File: src/rtl/pipe_hazard_ctrl_pkg.sv
// +-----------------------------------------------------------------+
// | pipe_pkg: shared types for the pipeline stall/flush controller  |
// | rev 1.0                                                         |
// +-----------------------------------------------------------------+
`default_nettype none

package pipe_pkg;

   typedef enum logic [1:0] {
      M_IDLE = 2'd0,
      M_ADDR = 2'd1,
      M_DATA = 2'd2
   } mem_state_t;

   typedef enum logic [1:0] {
      D_IDLE = 2'd0,
      D_BUSY = 2'd1,
      D_DONE = 2'd2
   } div_state_t;

   localparam logic [5:0] REG_ZERO = 6'd0;

   typedef struct packed {
      logic pc_stall;
      logic if_id_stall;
      logic id_ex_stall;
      logic ex_mem_stall;
      logic if_id_flush;
      logic id_ex_flush;
      logic ex_mem_flush;
      logic mem_wb_flush;
   } hazard_ctl_t;

endpackage

`default_nettype wire

File: src/rtl/pipe_hazard_ctrl_div_sched.sv
// +-----------------------------------------------------------------+
// | div_sched: multi-cycle divide scheduler and busy counter        |
// | rev 1.0                                                         |
// +-----------------------------------------------------------------+
`default_nettype none

module div_sched
   import pipe_pkg::*;
#(
   parameter int DIV_CYCLES = 33
) (
   input  logic clk,
   input  logic resetn,
   input  logic ex_div,
   input  logic adv,
   input  logic kill,
   output logic div_stall,
   output logic div_busy,
   output logic div_done
);

   // The first (idle) cycle counts as one stall cycle, hence the minus one.
   localparam logic [5:0] CNT_LOAD = 6'(DIV_CYCLES - 1);

   div_state_t state;
   div_state_t state_nxt;
   logic [5:0] cnt;
   logic [5:0] cnt_nxt;

   always_comb begin
      state_nxt = state;
      cnt_nxt   = cnt;
      div_stall = 1'b0;
      div_busy  = 1'b0;
      div_done  = 1'b0;
      case (state)
         D_IDLE: begin
            if (ex_div) begin
               div_stall = 1'b1;
               cnt_nxt   = CNT_LOAD;
               state_nxt = D_BUSY;
            end
         end
         D_BUSY: begin
            div_busy = 1'b1;
            if (cnt != 6'd0) begin
               div_stall = 1'b1;
               cnt_nxt   = cnt - 6'd1;
            end else begin
               div_done  = 1'b1;
               state_nxt = adv ? D_IDLE : D_DONE;
            end
         end
         D_DONE: begin
            div_done = 1'b1;
            if (adv) state_nxt = D_IDLE;
         end
         default: state_nxt = D_IDLE;
      endcase
      if (kill) state_nxt = D_IDLE;
   end

   always_ff @(posedge clk) begin
      if (!resetn) begin
         state <= D_IDLE;
         cnt   <= 6'd0;
      end else begin
         state <= state_nxt;
         cnt   <= cnt_nxt;
      end
   end

endmodule

`default_nettype wire

File: src/rtl/pipe_hazard_ctrl.sv
// +-----------------------------------------------------------------+
// | pipe_hazard_ctrl: 5-stage pipeline stall/flush controller       |
// | rev 1.0                                                         |
// +-----------------------------------------------------------------+
`default_nettype none

module pipe_hazard_ctrl
   import pipe_pkg::*;
#(
   parameter int DIV_CYCLES = 33
) (
   input  logic       clk,
   input  logic       resetn,
   input  logic [5:0] id_rs,
   input  logic [5:0] id_rt,
   input  logic       id_rs_ren,
   input  logic       id_rt_ren,
   input  logic       ex_load,
   input  logic       ex_regwen,
   input  logic [5:0] ex_wreg,
   input  logic       ex_div,
   input  logic       mem_data_en,
   input  logic       mem_exc,
   input  logic       data_addr_ok,
   input  logic       data_data_ok,
   input  logic       if_wait,
   output logic       data_req,
   output logic       div_busy,
   output logic       div_done,
   output logic       exc_take,
   output logic       pc_stall,
   output logic       if_id_stall,
   output logic       id_ex_stall,
   output logic       ex_mem_stall,
   output logic       if_id_flush,
   output logic       id_ex_flush,
   output logic       ex_mem_flush,
   output logic       mem_wb_flush
);

   mem_state_t  mstate;
   mem_state_t  mstate_nxt;
   logic        exc_pend;
   logic        req;
   logic        complete;
   logic        mem_wait;
   logic        lu;
   logic        take;
   logic        div_stall_int;
   logic        div_busy_int;
   logic        div_done_int;
   hazard_ctl_t ctl;

   always_comb begin
      req        = 1'b0;
      mstate_nxt = mstate;
      case (mstate)
         M_IDLE: begin
            req = mem_data_en & ~mem_exc;
            if (req) mstate_nxt = data_addr_ok ? M_DATA : M_ADDR;
         end
         M_ADDR: begin
            req = 1'b1;
            if (data_addr_ok) mstate_nxt = M_DATA;
         end
         M_DATA: begin
            if (data_data_ok) mstate_nxt = M_IDLE;
         end
         default: mstate_nxt = M_IDLE;
      endcase
   end

   assign complete = (mstate == M_DATA) & data_data_ok;
   assign mem_wait = ((mstate == M_IDLE) & req) | (mstate == M_ADDR)
                   | ((mstate == M_DATA) & ~data_data_ok);

   assign lu = ex_load & ex_regwen & (ex_wreg != REG_ZERO)
             & ((id_rs_ren & (id_rs == ex_wreg)) | (id_rt_ren & (id_rt == ex_wreg)));

   always_comb begin
      ctl  = '0;
      take = 1'b0;
      if (mem_exc & (mstate == M_IDLE)) begin
         take             = 1'b1;
         ctl.if_id_flush  = 1'b1;
         ctl.id_ex_flush  = 1'b1;
         ctl.ex_mem_flush = 1'b1;
         ctl.mem_wb_flush = 1'b1;
      end else if (complete & (exc_pend | mem_exc)) begin
         // The finishing access retires into MEM/WB; everything younger dies.
         take             = 1'b1;
         ctl.if_id_flush  = 1'b1;
         ctl.id_ex_flush  = 1'b1;
         ctl.ex_mem_flush = 1'b1;
      end else if (mem_wait) begin
         ctl.pc_stall     = 1'b1;
         ctl.if_id_stall  = 1'b1;
         ctl.id_ex_stall  = 1'b1;
         ctl.ex_mem_stall = 1'b1;
         ctl.mem_wb_flush = 1'b1;
      end else if (div_stall_int) begin
         ctl.pc_stall     = 1'b1;
         ctl.if_id_stall  = 1'b1;
         ctl.id_ex_stall  = 1'b1;
         ctl.ex_mem_flush = 1'b1;
      end else if (lu) begin
         ctl.pc_stall     = 1'b1;
         ctl.if_id_stall  = 1'b1;
         ctl.id_ex_flush  = 1'b1;
      end else if (if_wait) begin
         ctl.pc_stall     = 1'b1;
         ctl.if_id_flush  = 1'b1;
      end
   end

   assign data_req     = resetn & req;
   assign exc_take     = resetn & take;
   assign div_busy     = resetn & div_busy_int;
   assign div_done     = resetn & div_done_int;
   assign pc_stall     = resetn & ctl.pc_stall;
   assign if_id_stall  = resetn & ctl.if_id_stall;
   assign id_ex_stall  = resetn & ctl.id_ex_stall;
   assign ex_mem_stall = resetn & ctl.ex_mem_stall;
   assign if_id_flush  = resetn & ctl.if_id_flush;
   assign id_ex_flush  = resetn & ctl.id_ex_flush;
   assign ex_mem_flush = resetn & ctl.ex_mem_flush;
   assign mem_wb_flush = resetn & ctl.mem_wb_flush;

   always_ff @(posedge clk) begin
      if (!resetn) begin
         mstate   <= M_IDLE;
         exc_pend <= 1'b0;
      end else begin
         mstate <= mstate_nxt;
         if (complete) exc_pend <= 1'b0;
         else if (mem_exc & (mstate != M_IDLE)) exc_pend <= 1'b1;
      end
   end

   div_sched #(
      .DIV_CYCLES (DIV_CYCLES)
   ) u_div_sched (
      .clk       (clk),
      .resetn    (resetn),
      .ex_div    (ex_div),
      .adv       (~ex_mem_stall),
      .kill      (exc_take),
      .div_stall (div_stall_int),
      .div_busy  (div_busy_int),
      .div_done  (div_done_int)
   );

endmodule

`default_nettype wire

File: config.mk
export PLATFORM = sky130hd
export DESIGN_NAME = pipe_hazard_ctrl
export DESIGN_NICKNAME = d
export VERILOG_FILES = /design/src/rtl/pipe_hazard_ctrl_pkg.sv /design/src/rtl/pipe_hazard_ctrl_div_sched.sv /design/src/rtl/pipe_hazard_ctrl.sv
export SDC_FILE = /design/constraint.sdc
export NUM_CORES = 1
export LEC_CHECK = 0
export BUFFER_PORTS_ARGS = -buffer_cell sky130_fd_sc_hd__buf_2
export CORE_MARGIN = 2
export CORE_UTILIZATION = 49
export CTS_CLUSTER_SIZE = 28
export DETAILED_ROUTE_END_ITERATION = 12
export PLACE_DENSITY = 0.81
export SLEW_MARGIN = 20
export SYNTH_ARGS = -nofsm -noshare
export SYNTH_HDL_FRONTEND = slang
export SYNTH_SLANG_ARGS = --single-unit
File: constraint.sdc
create_clock -name clk -period 2.4 [get_ports clk]
set_input_delay 0 -clock clk [delete_from_list [all_inputs] [get_ports clk]]
set_output_delay 0 -clock clk [all_outputs]
set_load 0.1 [all_outputs]
Word level (Yosys, flattened, before mapping):

Index checks and enable logic that the tools add are counted.
W data, S select, Z words.

* output and inout port bits: 12
* flip-flop bits (word level): 11
* input port bits: 30
* logic and storage cells: 97

* muxes and demuxes: 37
* bitwise logic cells: 31
* add/subtract/negate cells: 1
* equality and inequality tests: 13
* reduce and logical (&&, ||, !) cells: 11

Operators with widths (count)
* $and A1 B1 Y1: 24
* $mux W2: 10
* $mux W1: 13
* $eq A6 B6 Y1: 2
* $mux W4: 3
* $mux W6: 2
* $ne A2 B2 Y1 const B: 6
* $pmux W2 S3: 2
* $pmux W6 S2: 1
* $reduce_bool A6 Y1: 2
* $mux W3: 3
* $reduce_and A3 Y1: 3
* $pmux W1 S2: 3
* $sub A6 B1 Y6 const B: 1
* $eq A2 B1 Y1 const B: 2
* $eq A2 B2 Y1 const B: 2
* $logic_not A2 Y1: 2
* $or A1 B1 Y1: 4
* $reduce_bool A2 Y1: 2
* $reduce_or A2 Y1: 2
* $not A1 Y1: 3
* $ne A2 B1 Y1 const B: 1

Logic depth before layout (Yosys ltp):

Gate-level depths: netlist of the first run.

* depth after elaboration: 13
* depth in mapped cells: 7
* depth with buffers taken out: 7

By module:

A second synthesis of the first run with hierarchy kept.

* cells, all modules: 125
* area, all modules: 970.9 sq um

Modules (own cells, without submodules)
* div_sched: cells each 60, area each 519.2 sq um, sequential area each 160.2 sq um, times used 1
* pipe_hazard_ctrl: cells each 65, area each 451.7 sq um, sequential area each 60.1 sq um, times used 1

Worst setup path after synthesis of the first run:

Ideal clock, no wire load.

* path kind: register to output
* from: register u_div_sched.state[1]
* to: output port id_ex_flush
* stages on the path, launching flop included: 7
* arrival: 3.179 ns
* path slack: -0.779 ns
* path buffers: 1
* data required time: 2.400 ns
* path through: dfxtp_1 inv_1 ha_1 clkbuf_1 a21bo_2 nand4_1 o21ai_0

* word-level cells in the longest chain between the ends: 7
* elaborated cells on any way between the ends: 8
* those cells by class: 1 x eq/ne; 5 x mux; 1 x bitwise; 1 x reduce/logical

RTL lines
* start, declared: line pipe_hazard_ctrl_div_sched.sv:25 `div_state_t state;`
* start signal, assigned: line pipe_hazard_ctrl_div_sched.sv:68 `state <= state_nxt;`
* $eq A2 B1 Y1 / $logic_not A2 Y1 (equally long branches): line pipe_hazard_ctrl_div_sched.sv:36 `case (state)`
* $pmux W1 S2 *: line pipe_hazard_ctrl_div_sched.sv:36
* $mux W2 *: line pipe_hazard_ctrl.sv:101 `end else if (div_stall_int) begin`
* $mux W3 *: line pipe_hazard_ctrl.sv:95 `end else if (mem_wait) begin`
* $mux W3 *: line pipe_hazard_ctrl.sv:89 `end else if (complete & (exc_pend | mem_exc)) begin`
* $mux W4 *: line pipe_hazard_ctrl.sv:83 `if (mem_exc & (mstate == M_IDLE)) begin`
* $and A1 B1 Y1 *: line pipe_hazard_ctrl.sv:125 `assign id_ex_flush = resetn & ctl.id_ex_flush;`
* end, declared: line pipe_hazard_ctrl.sv:36 `output logic id_ex_flush,`

Mark *: on every way between the ends. The rest lies on a longest branch, timed or not.

Worst setup path in the final report of the first run:

* from: register u_div_sched.cnt[0]
* to: output port if_id_flush

* word-level cells in the longest chain between the ends: 8

RTL lines
* start, declared: line pipe_hazard_ctrl_div_sched.sv:27 `logic [5:0] cnt;`
* start signal, assigned: line pipe_hazard_ctrl_div_sched.sv:69 `cnt <= cnt_nxt;`
* $reduce_bool A6 Y1: line pipe_hazard_ctrl_div_sched.sv:46 `if (cnt != 6'd0) begin`
* $mux W1: line pipe_hazard_ctrl_div_sched.sv:46
* $pmux W1 S2: line pipe_hazard_ctrl_div_sched.sv:36
* $mux W2: line pipe_hazard_ctrl.sv:101
* $mux W3: line pipe_hazard_ctrl.sv:95
* $mux W3: line pipe_hazard_ctrl.sv:89
* $mux W4: line pipe_hazard_ctrl.sv:83
* $and A1 B1 Y1: line pipe_hazard_ctrl.sv:124 `assign if_id_flush = resetn & ctl.if_id_flush;`
* end, declared: line pipe_hazard_ctrl.sv:35 `output logic if_id_flush,`

Every way passes these cells.

==> results.md, run 1 <==
* Outcome: finished, final reports clean
* CP Capture Type: primary output
* Root Buffer: clkbuf_4
* CP max-delay cell: buf_2
* Flops & latches, synth at 11
* Maximum Capacitance Violations at 0
* Via count at slightly above 1000
* Final instance area at 1200 um^2
* Top delay family on crit path: compound AO/OA/AOI/OAI gates
* GR Util All Layers at 22.0%
* HPWL Detailed at 1820 um
* # clock sinks at 11
* EDFF count, synth at 0
* Seq/Total Area, Yosys at a little under a quarter
* Reg-to-reg setup timing slack at 0.55 ns
* CP Cell Sequence: inv_1 > ha_1 > nor2b_1 > a21bo_2 > nand3_1 > a21oi_2 > a31o_1 > buf_2
* Num CTS Buffers at 3
* Global-route wire length before repair at about 3500 um
* Row count at 15
* CTS tree: yes
* Iter 0 DRT Violations at 10
* Clk Latency, worst-skew pair at 0.28 ns
* Netlist cell types at 29
* Fillers at between 150 and 200
* VDD IR max at about 280 uV
* Final global-route overflow total at 0
* Ant diodes at 0
* Area leader, netlist: dfxtp_1
* GPL Wtd Cong at between 0.7 and 0.8
* Io pins at 42
* WS Path Type: flop to primary output
* Setup repair bufs after CTS at 0
* Worst-path fanout max at 5
* Cell Pwr Density at approximately 580 nW/um^2
* Setup TNS at 0 ns
* Logic pwr share at between 40% and 50%
* Hold Fails Final Rpt at 0
* Layout Utilization at between 60% and 70%
* Number of global-route vias before repair at between 900 and 1000
* Clock power frac at 19.5%
* H-tree depth at 1
* Tot Pwr at between 0.6 and 0.7 mW
* Launching element type of the critical path: flop
* Worst slew pin tran at about 0.57 ns
* Worst-path clk slew at around 0.080 ns
* Area Growth Syn to Fin at 30.9%
* DRT Pass-1 Iters at 4
* Buf/Inv on CP at 2
* Cell Count, Final, Fillers Out at approximately 190
* Worst hold endpoint: exc_pend$_SDFFE_PP0P_
* Worst path arrival time at between 2 and 2.5 ns
* Synth top area share at about a quarter
* Main flop type after synthesis: dfxtp_1
* Worst r2r src: u_div_sched.state[1]$_SDFFE_PP0P_
* Largest stage delay, worst path at ~0.42 ns
* Initial antenna violation count at 0
* Final setup vio count at 0
* Initial Util at 52.6%
* Nets at around 200
* Placed Cells at roughly 190
* Deepest clock path buffer count at 2
* Leak at approximately 0.56 nW
* Hold Startpoint: mem_exc
* Register Area at 220 um^2
* Hold Crit Depth at 3
* Post-synth top cells: nand2_1, nor2_1, xnor2_1
* Worst Skew at 0.00123 ns
* Net Sw Frac at 45.5%
* Fraction of layout cells with a size suffix above 1 at about a third
* Sequential Power Share at a little under a third
* Most frequent cell after synthesis: nand2_1
* Max_slew headroom at between 60% and 70%
* Die ar. at 2240 um^2
* Cells after Synth at roughly 120
* Core region area at 1750 um^2
* Period utilization at between 90% and 100%
* Unrepaired setup endpoints after global routing: false
* Hold WC Path Type: input pin to flop
* Worst EP required at approximately 2.4 ns
* Placed Area at 1170 um^2
* Internal cell power at between 0.3 and 0.4 mW
* Avg Cell Area, Syn at between 7 and 8 um^2
* Fmax at roughly 450 MHz
* Final Max Tran Viols at 0
* FFs w/ async S/R, synth at 0%
* Area of the multi-input gates at about 670 um^2
* Die Span Y at between 40 and 50 um
* Synthesized area at between 900 and 1000 um^2
* Vias per inst at 5.35
* Worst reg2reg path endpoint: u_div_sched.cnt[5]$_SDFFE_PN0P_
* Die W at between 40 and 50 um
* DRC at 0
* Worst R2R Path Depth at 7
* Sw Pwr at around 0.32 mW
* Yosys warns at 0
* Routed WL per cell at roughly 12 um
* Antenna-violating nets left at 0
* Final min period at ~2.2 ns
* Largest net degree at the start of global routing at 16
* I/O Buffers at a little over 40
* WL final at about 2300 um
* Top cells by area, synth: dfxtp_1, xnor2_1, ha_1, nand2_1, nor2_1
* Syn Nets at 157
## power by group through the flow
stage	registers (mW)	clock network, mW	logic (mW)
finish	0.216	0.135	0.341
global route	0.218	0.140	0.365
CTS	0.216	0.133	0.343
detailed placement	0.220	0	0.338
global placement	0.218	0	0.330
floorplan	0.215	0	0.261
## per-layer routing
metal	up-vias	global-route usage (%)	routed length, um
met3	5	2.31	115
met2	35	43.0	1260
met4	0	9.44	44
met1	477	23.1	858
met5	-	0	0
li1	505	-	-
## final cells by class
| class | instances | area share (%) |
|---|---|---|
| inverter | 9 | 2.81 |
| timing repair buffer | 43 | 18.5 |
| multi-input combinational | 99 | 55.6 |
| tap | 25 | 2.60 |
| clock buffer | 4 | 2.19 |
| sequential | 11 | 18.3 |
## worst max path at each step
stage / slack [ns] / cells after the start / startpoint / end
5_1_grt: 0.02 / 8 / u_div_sched.cnt[0]$_SDFFE_PN0P_ / if_id_flush
3_3_place_gp: 0.53 / 8 / u_div_sched.cnt[0]$_SDFFE_PN0P_ / if_id_flush
6_report: 0.16 / 8 / u_div_sched.cnt[0]$_SDFFE_PN0P_ / if_id_flush
2_1_floorplan: -0.04 / 6 / u_div_sched.state[1]$_SDFFE_PP0P_ / id_ex_flush
4_1_cts: 0.17 / 8 / u_div_sched.cnt[0]$_SDFFE_PN0P_ / if_id_flush
3_5_place_dp: 0.48 / 8 / u_div_sched.cnt[0]$_SDFFE_PN0P_ / if_id_flush
## layout by cell type, fill, tap and decap left out, types with 2 or more instances in the layout
master and instances:
nand4_1 3, nor2_2 2, xor2_1 3, ha_1 5, inv_1 9, clkbuf_4 3, a21oi_2 3, nand2_1 13
nor2b_1 6, nand3_1 6, and2_1 4, o31ai_2 2, mux2i_1 4, a21oi_1 2, a31oi_1 2, nor2_1 10
buf_2 41, xnor2_1 12, nor3_1 4, dfxtp_1 11, o21ai_0 6
## sequential cells by signal (all words and copies together), names as in the netlist
name               count
u_div_sched.cnt        6
mstate                 2
u_div_sched.state      2
exc_pend               1
## worst min-delay path, delay by kind of cell
family          cells  cell delay, ns
buf+inv             1            0.11
simple gates        1            0.09
compound gates      1            0.07
## cell families (layout without fill, tap and decap cells)
| family | after synthesis | in the layout | synth area share, % |
|---|---|---|---|
| AND/OR/NAND/NOR | 51 | 51 | 27.2 |
| adder cells (fa/ha/maj) | 5 | 5 | 6.81 |
| AO/OA/AOI/OAI | 24 | 24 | 18.4 |
| flip-flops | 11 | 11 | 24.0 |
| XOR/XNOR | 15 | 15 | 14.3 |
| multiplexers | 4 | 4 | 4.36 |
| buffers and inverters | 12 | 56 | 4.90 |
## stage by stage
step                hold slack, ns  setup slack (ns)
finish                      0.0250             0.157
global route                0.0460            0.0201
global placement             0.180             0.532
floorplan                   0.0716           -0.0423
CTS                         0.0230             0.165
detailed placement           0.181             0.483
## timing repair
action | CTS | global route
hold buffers | 1 | 0
hold endpoints to repair | 1 | 0
gates resized for setup | 0 | 0
endpoints found under the setup margin | 0 | 0
No activity file was read; power rests on OpenSTA's default activity.
==> inputs of run 2 (changes only) <==
Settings changed: GPL_ROUTABILITY_DRIVEN from default to 0, RECOVER_POWER from default to 100, SKIP_CTS_REPAIR_TIMING from default to 1.
==> run 2 against run 1 <==
Fmax is essentially flat. Via count grew 0.29%. Register-to-register slack lost 0.22 ns. Combinational power about the same. First-iteration DRC count up 20%. Non-clock buffer count did not move. Die area stayed put. Sequential power about the same. Power is 0.29% lower. Sequential cell count unchanged. Critical path type unchanged.
==> results.md, run 2 (synthesis results as in run 1) <==
* Outcome: finished, final reports clean
* Io pins at 42 (unchanged)
* Worst slew pin tran at 1.18 ns (+0.607 ns)
* Via count at 1025 (+0.29%)
* Fillers at 158 (+1.9%)
* Final hold slack at 0.0220 ns (-0.00295 ns)
* H-tree depth at 1 (unchanged)
* Placed Cells at 186 (unchanged)
* I/O Buffers at 41 (unchanged)
* Number of global-route vias before repair at 952 (-0.31%)
* Final global-route overflow total at 0 (unchanged)
* Num CTS Buffers at 3 (unchanged)
* Commonest non-fill, non-tap cells in the layout: buf_2, nand2_1, xnor2_1, dfxtp_1, nor2_1
* Vias per inst at 5.37 (+0.29%)
* Global-route wire length before repair at 3510 um (-0.37%)
* Most flops, register: u_div_sched.cnt
* Dpl ws at 0.483 ns (unchanged)
* Final instance area at 1190 um^2 (-0.94%)
* CP Cell Sequence: inv_1 > ha_1 > nor2b_1 > a21bo_2 > nand3_1 > a21oi_2 > a31o_1 > buf_2
* CP Capture Type: primary output
* Worst hold endpoint: exc_pend$_SDFFE_PP0P_
* DRC at 0 (unchanged)
* Cell Count, Final, Fillers Out at 191 (unchanged)
* Fin worst setup slack at 0.156 ns (-0.000383 ns)
* Area of the multi-input gates at 659 um^2 (-1.3%)
* Maximum Capacitance Violations at 0 (unchanged)
* HPWL Detailed at 1820 um (unchanged)
* Layout Utilization at 68.2% (-0.65 points)
* Worst reg2reg path endpoint: u_div_sched.state[1]$_SDFFE_PP0P_
* Worst r2r src: mstate[1]$_SDFFE_PN0P_
* Placed Area at 1170 um^2 (unchanged)
* Tot Pwr at 0.691 mW (-0.29%)
* # clock sinks at 11 (unchanged)
* Initial antenna violation count at 0 (unchanged)
* Die ar. at 2240 um^2 (unchanged)
* Period utilization at 93.5% (about the same)
* Fmax at 446 MHz (about the same)
* Worst path arrival time at 2.24 ns (about the same)
* Largest registers: u_div_sched.cnt x6, mstate x2, u_div_sched.state x2
* Initial Util at 52.6% (unchanged)
* Worst Skew at 0.000979 ns (-0.000248 ns)
* Antenna-violating nets left at 0 (unchanged)
* Worst EP required at 2.40 ns (about the same)
* Final Max Tran Viols at 0 (unchanged)
* Final min period at 2.24 ns (+0.000383 ns)
* Ant diodes at 0 (unchanged)
* Register Area at 220 um^2 (unchanged)
* Routed WL per cell at 12.0 um (+0.18%)
* Die Span Y at 47.3 um (unchanged)
* Largest stage delay, worst path at 0.42 ns (about the same)
* Hold Startpoint: mem_exc
* Hold Fails Final Rpt at 0 (unchanged)
* Leak at 0.546 nW (-2.7%)
* CP max-delay cell: buf_2
* WL final at 2290 um (+0.18%)
* Core region area at 1750 um^2 (unchanged)
* Setup TNS at 0 ns (unchanged)
* Deepest clock path buffer count at 2 (unchanged)
* Hold WC Path Type: input pin to flop
* CTS tree: yes
* Worst R2R Path Depth at 5 (-2)
* VDD IR max at 283 uV (-0.25%)
* Leading cell type in the layout, fill and taps excluded: buf_2
* Root Buffer: clkbuf_4
* Largest net degree at the start of global routing at 16 (unchanged)
* WS Path Type: flop to primary output
* Reg-to-reg setup timing slack at 0.33 ns (-0.22 ns)
* GR Util All Layers at 21.9% (-0.078 points)
* Iter 0 DRT Violations at 12 (+2)
* Fraction of layout cells with a size suffix above 1 at 30.1% (-2.4 points)
* Area Growth Syn to Fin at 29.7%
* Nets at 202 (unchanged)
* Max_slew headroom at 21.9% (-40 points)
* Cell Pwr Density at 580 nW/um^2 (+0.66%)
* Unrepaired setup endpoints after global routing: false
* DRT Pass-1 Iters at 4 (unchanged)
* Final setup vio count at 0 (unchanged)
* Die W at 47.3 um (unchanged)
* Row count at 15 (unchanged)
* Launching element type of the critical path: flop
* Max FFs per register at 6 (unchanged)
* Clk Latency, worst-skew pair at 0.28 ns (about the same)
* Hold Crit Depth at 3 (unchanged)
* Worst-path clk slew at 0.08 ns (about the same)
* Worst-path fanout max at 5 (unchanged)
## run 2: layout make-up
cell class              count  area share (%)
flip-flops and latches     11            18.5
well taps                  25            2.63
multi-input cells          99            55.4
clock buffers               4            2.21
repair buffers             43            18.5
inverters                   9            2.84
## run 2: worst max-delay path: cells and delay by family, from the launching register on
family                   cells  cell delay (ns)
AO/OA/AOI/OAI                3             0.60
buffers and inverters        2             0.53
flip-flops                   1             0.33
AND/OR/NAND/NOR              2             0.32
adder cells (fa/ha/maj)      1             0.18
## run 2: power by group
group / switching [mW] / total, mW / internal [mW]
Clock: 0.0714 / 0.136 / 0.0645
Combinational: 0.228 / 0.339 / 0.111
Sequential: 0.0167 / 0.216 / 0.200
Total: 0.316 / 0.691 / 0.375
## run 2: per-layer routing
layer | up-vias | GRT usage [%] | share of wire (%)
met1 | 474 | 22.9 | 38
li1 | 508 | - | -
met4 | 0 | 9.44 | 2.1
met2 | 38 | 43.0 | 55
met5 | - | 0 | 0
met3 | 5 | 2.31 | 5.5
## run 2: worst max path at each step
| stage | end | cells after the start | slack [ns] | from |
|---|---|---|---|---|
| after floorplan | id_ex_flush | 6 | -0.04 | u_div_sched.state[1]$_SDFFE_PP0P_ |
| after global placement | if_id_flush | 8 | 0.53 | u_div_sched.cnt[0]$_SDFFE_PN0P_ |
| after detailed placement | if_id_flush | 8 | 0.48 | u_div_sched.cnt[0]$_SDFFE_PN0P_ |
| after CTS | if_id_flush | 8 | 0.17 | u_div_sched.cnt[0]$_SDFFE_PN0P_ |
| after global routing | if_id_flush | 8 | 0.02 | u_div_sched.cnt[0]$_SDFFE_PN0P_ |
| final | if_id_flush | 8 | 0.16 | u_div_sched.cnt[0]$_SDFFE_PN0P_ |
==> inputs of run 3 (changes only) <==
Settings changed: BUFFER_PORTS_ARGS -buffer_cell sky130_fd_sc_hd__buf_2 to default, CORE_UTILIZATION 49 to 65, DONT_BUFFER_PORTS from default to 1, PLACE_DENSITY 0.81 to 0.79.
==> run 3 against run 2 <==
Die area shrank 23%. Clock power about the same. Sequential share of layout area rose by 2.2 points. Register-to-register slack about the same. Critical path depth did not move. Final cell count down 20%. Core utilization rose by 13 points. Clock-buffer cell count did not move. Clock skew rose by 0.0025 ns. Final area decreased by 11%. Combinational power down 9.7%.
==> results.md, run 3 (synthesis results as in run 1) <==
* Tot Pwr at 0.660 mW (-4.4%)
* Worst Skew at 0.00348 ns (+0.00250 ns)
* DRT Pass-1 Iters at 4 (unchanged)
* Deepest clock path buffer count at 2 (unchanged)
* Max_slew headroom at 19.2% (-2.7 points)
* Sequential Power Share at 32.6% (+1.3 points)
* Leak at 0.444 nW (-19%)
* Row count at 13 (-2)
* Hold Startpoint: data_data_ok
* Area Growth Syn to Fin at 15.9%
* Routed WL per cell at 14.0 um (+17%)
* Worst hold endpoint: mstate[1]$_SDFFE_PN0P_
* CTS tree: yes
* # clock sinks at 11 (unchanged)
* Worst-path clk slew at 0.08 ns (about the same)
* Io pins at 42 (unchanged)
* Hold Crit Depth at 3 (unchanged)
* CP Capture Type: primary output
* I/O Buffers at 0 (-100%)
* DRC at 0 (unchanged)
* Largest net degree at the start of global routing at 16 (unchanged)
* Root Buffer: clkbuf_4
* Setup TNS at 0 ns (unchanged)
* Max FFs per register at 6 (unchanged)
* Commonest non-fill, non-tap cells in the layout: nand2_1, xnor2_1, dfxtp_1, inv_1, nor2_1
* Most flops, register: u_div_sched.cnt
* Leading cell type in the layout, fill and taps excluded: nand2_1
* Worst EP required at 2.40 ns (about the same)
* Clock power frac at 21.1% (+1.4 points)
* Launching element type of the critical path: flop
* Area of the multi-input gates at 669 um^2 (+1.5%)
* Reg-to-reg setup timing slack at 0.34 ns (about the same)
* Worst r2r src: mstate[1]$_SDFFE_PN0P_
* Die Span Y at 41.6 um (-12%)
* Num CTS Buffers at 3 (unchanged)
* Outcome: finished, final reports clean
* Register Area at 220 um^2 (unchanged)
* Antenna-violating nets left at 0 (unchanged)
* Cell Pwr Density at 620 nW/um^2 (+6.9%)
* Nets at 174 (-14%)
* Vias per inst at 6.03 (+12%)
* Via count at 922 (-10%)
* Ant diodes at 0 (unchanged)
* Sw Pwr at 0.302 mW (-4.3%)
* Largest registers: u_div_sched.cnt x6, mstate x2, u_div_sched.state x2
* Clk Latency, worst-skew pair at 0.28 ns (about the same)
* Iter 0 DRT Violations at 25 (+13)
* Final min period at 2.25 ns (+0.00243 ns)
* Fraction of layout cells with a size suffix above 1 at 17.4% (-13 points)
* Worst reg2reg path endpoint: u_div_sched.state[0]$_SDFFE_PP0P_
* Worst slew pin tran at 1.21 ns (+0.0356 ns)
* VDD IR max at 530 uV (+87%)
* Number of global-route vias before repair at 858 (-9.9%)
* Fillers at 96 (-39%)
* Die ar. at 1730 um^2 (-23%)
* GR Util All Layers at 24.5% (+2.5 points)
* Unrepaired setup endpoints after global routing: false
* Net Sw Frac at 45.7% (about the same)
* WS Path Type: flop to primary output
* Global-route wire length before repair at 3390 um (-3.6%)
* Period utilization at 93.6% (+0.10 points)
* Logic pwr share at 46.4% (-2.6 points)
* Final hold slack at 0.0483 ns (+0.0263 ns)
* Internal cell power at 0.358 mW (-4.5%)
* Maximum Capacitance Violations at 0 (unchanged)
* Fmax at 445 MHz (-0.11%)
* Worst path arrival time at 2.25 ns (about the same)
* Placed Cells at 146 (-22%)
* Worst R2R Path Depth at 5 (unchanged)
* Initial antenna violation count at 0 (unchanged)
* Hold WC Path Type: input pin to flop
* Die W at 41.6 um (-12%)
* Cell Count, Final, Fillers Out at 153 (-20%)
* Final setup vio count at 0 (unchanged)
* Worst-path fanout max at 5 (unchanged)
* H-tree depth at 1 (unchanged)
* Initial Util at 69.7% (+17 points)
* HPWL Detailed at 1630 um (-11%)
* Final global-route overflow total at 0 (unchanged)
* Final Max Tran Viols at 0 (unchanged)
* Core region area at 1320 um^2 (-25%)
* Hold Fails Final Rpt at 0 (unchanged)
* WL final at 2150 um (-6.0%)
run 3: cell count changes in the layout (fill, tap and decap cells not counted), sizes merged:
cell | before | now
buf | 31 | 4
clkbuf | 15 | 12
dlygate4sd3 | 1 | 3
run 3: worst max-delay path, cell delays in order (launching register included):
cell      delay [ns]
dfxtp_1         0.33
inv_1           0.13
ha_1            0.18
nor2b_1         0.21
a21bo_2         0.22
nand3_1         0.13
a21oi_2         0.25
a31o_1          0.18
clkbuf_4        0.32
run 3: power by group through the flow:
stage / Clock [mW] / Sequential (mW) / Combinational [mW]
floorplan: 0 / 0.215 / 0.261
global placement: 0 / 0.218 / 0.299
detailed placement: 0 / 0.219 / 0.307
CTS: 0.137 / 0.215 / 0.309
global route: 0.148 / 0.217 / 0.327
finish: 0.139 / 0.215 / 0.306
run 3: worst max path at each step:
stage / from / to / slack [ns] / cells after the start
finish: u_div_sched.cnt[0]$_SDFFE_PN0P_ / if_id_flush / 0.15 / 8
global placement: u_div_sched.cnt[0]$_SDFFE_PN0P_ / if_id_flush / 0.63 / 8
detailed placement: u_div_sched.cnt[0]$_SDFFE_PN0P_ / if_id_flush / 0.54 / 8
global route: u_div_sched.cnt[0]$_SDFFE_PN0P_ / if_id_flush / 0.05 / 8
CTS: u_div_sched.cnt[0]$_SDFFE_PN0P_ / if_id_flush / 0.23 / 8
floorplan: u_div_sched.state[1]$_SDFFE_PP0P_ / id_ex_flush / -0.04 / 6
run 3: through the flow:
stage | instance area [um^2] | worst slack, ns | util [%]
global placement | 1040 | 0.630 | 79.0
detailed placement | 1040 | 0.540 | 79.0
floorplan | 933 | -0.0423 | -
global route | 1060 | 0.0516 | 80.8
finish | 1060 | 0.154 | 80.8
CTS | 1070 | 0.228 | 81.0
run 3: area by class of cell:
cell class / instances / area share (%)
multi-input combinational: 99 / 62.9
sequential: 11 / 20.7
timing repair buffer: 15 / 9.05
inverter: 9 / 3.17
clock buffer: 4 / 2.47
tap: 15 / 1.76
run 3: per-layer routing:
layer  wire length [um]  global-route usage (%)
met1                897                    27.1
met2               1070                    43.8
met3                164                    9.13
met4                 19                    5.81
met5                  0                       0
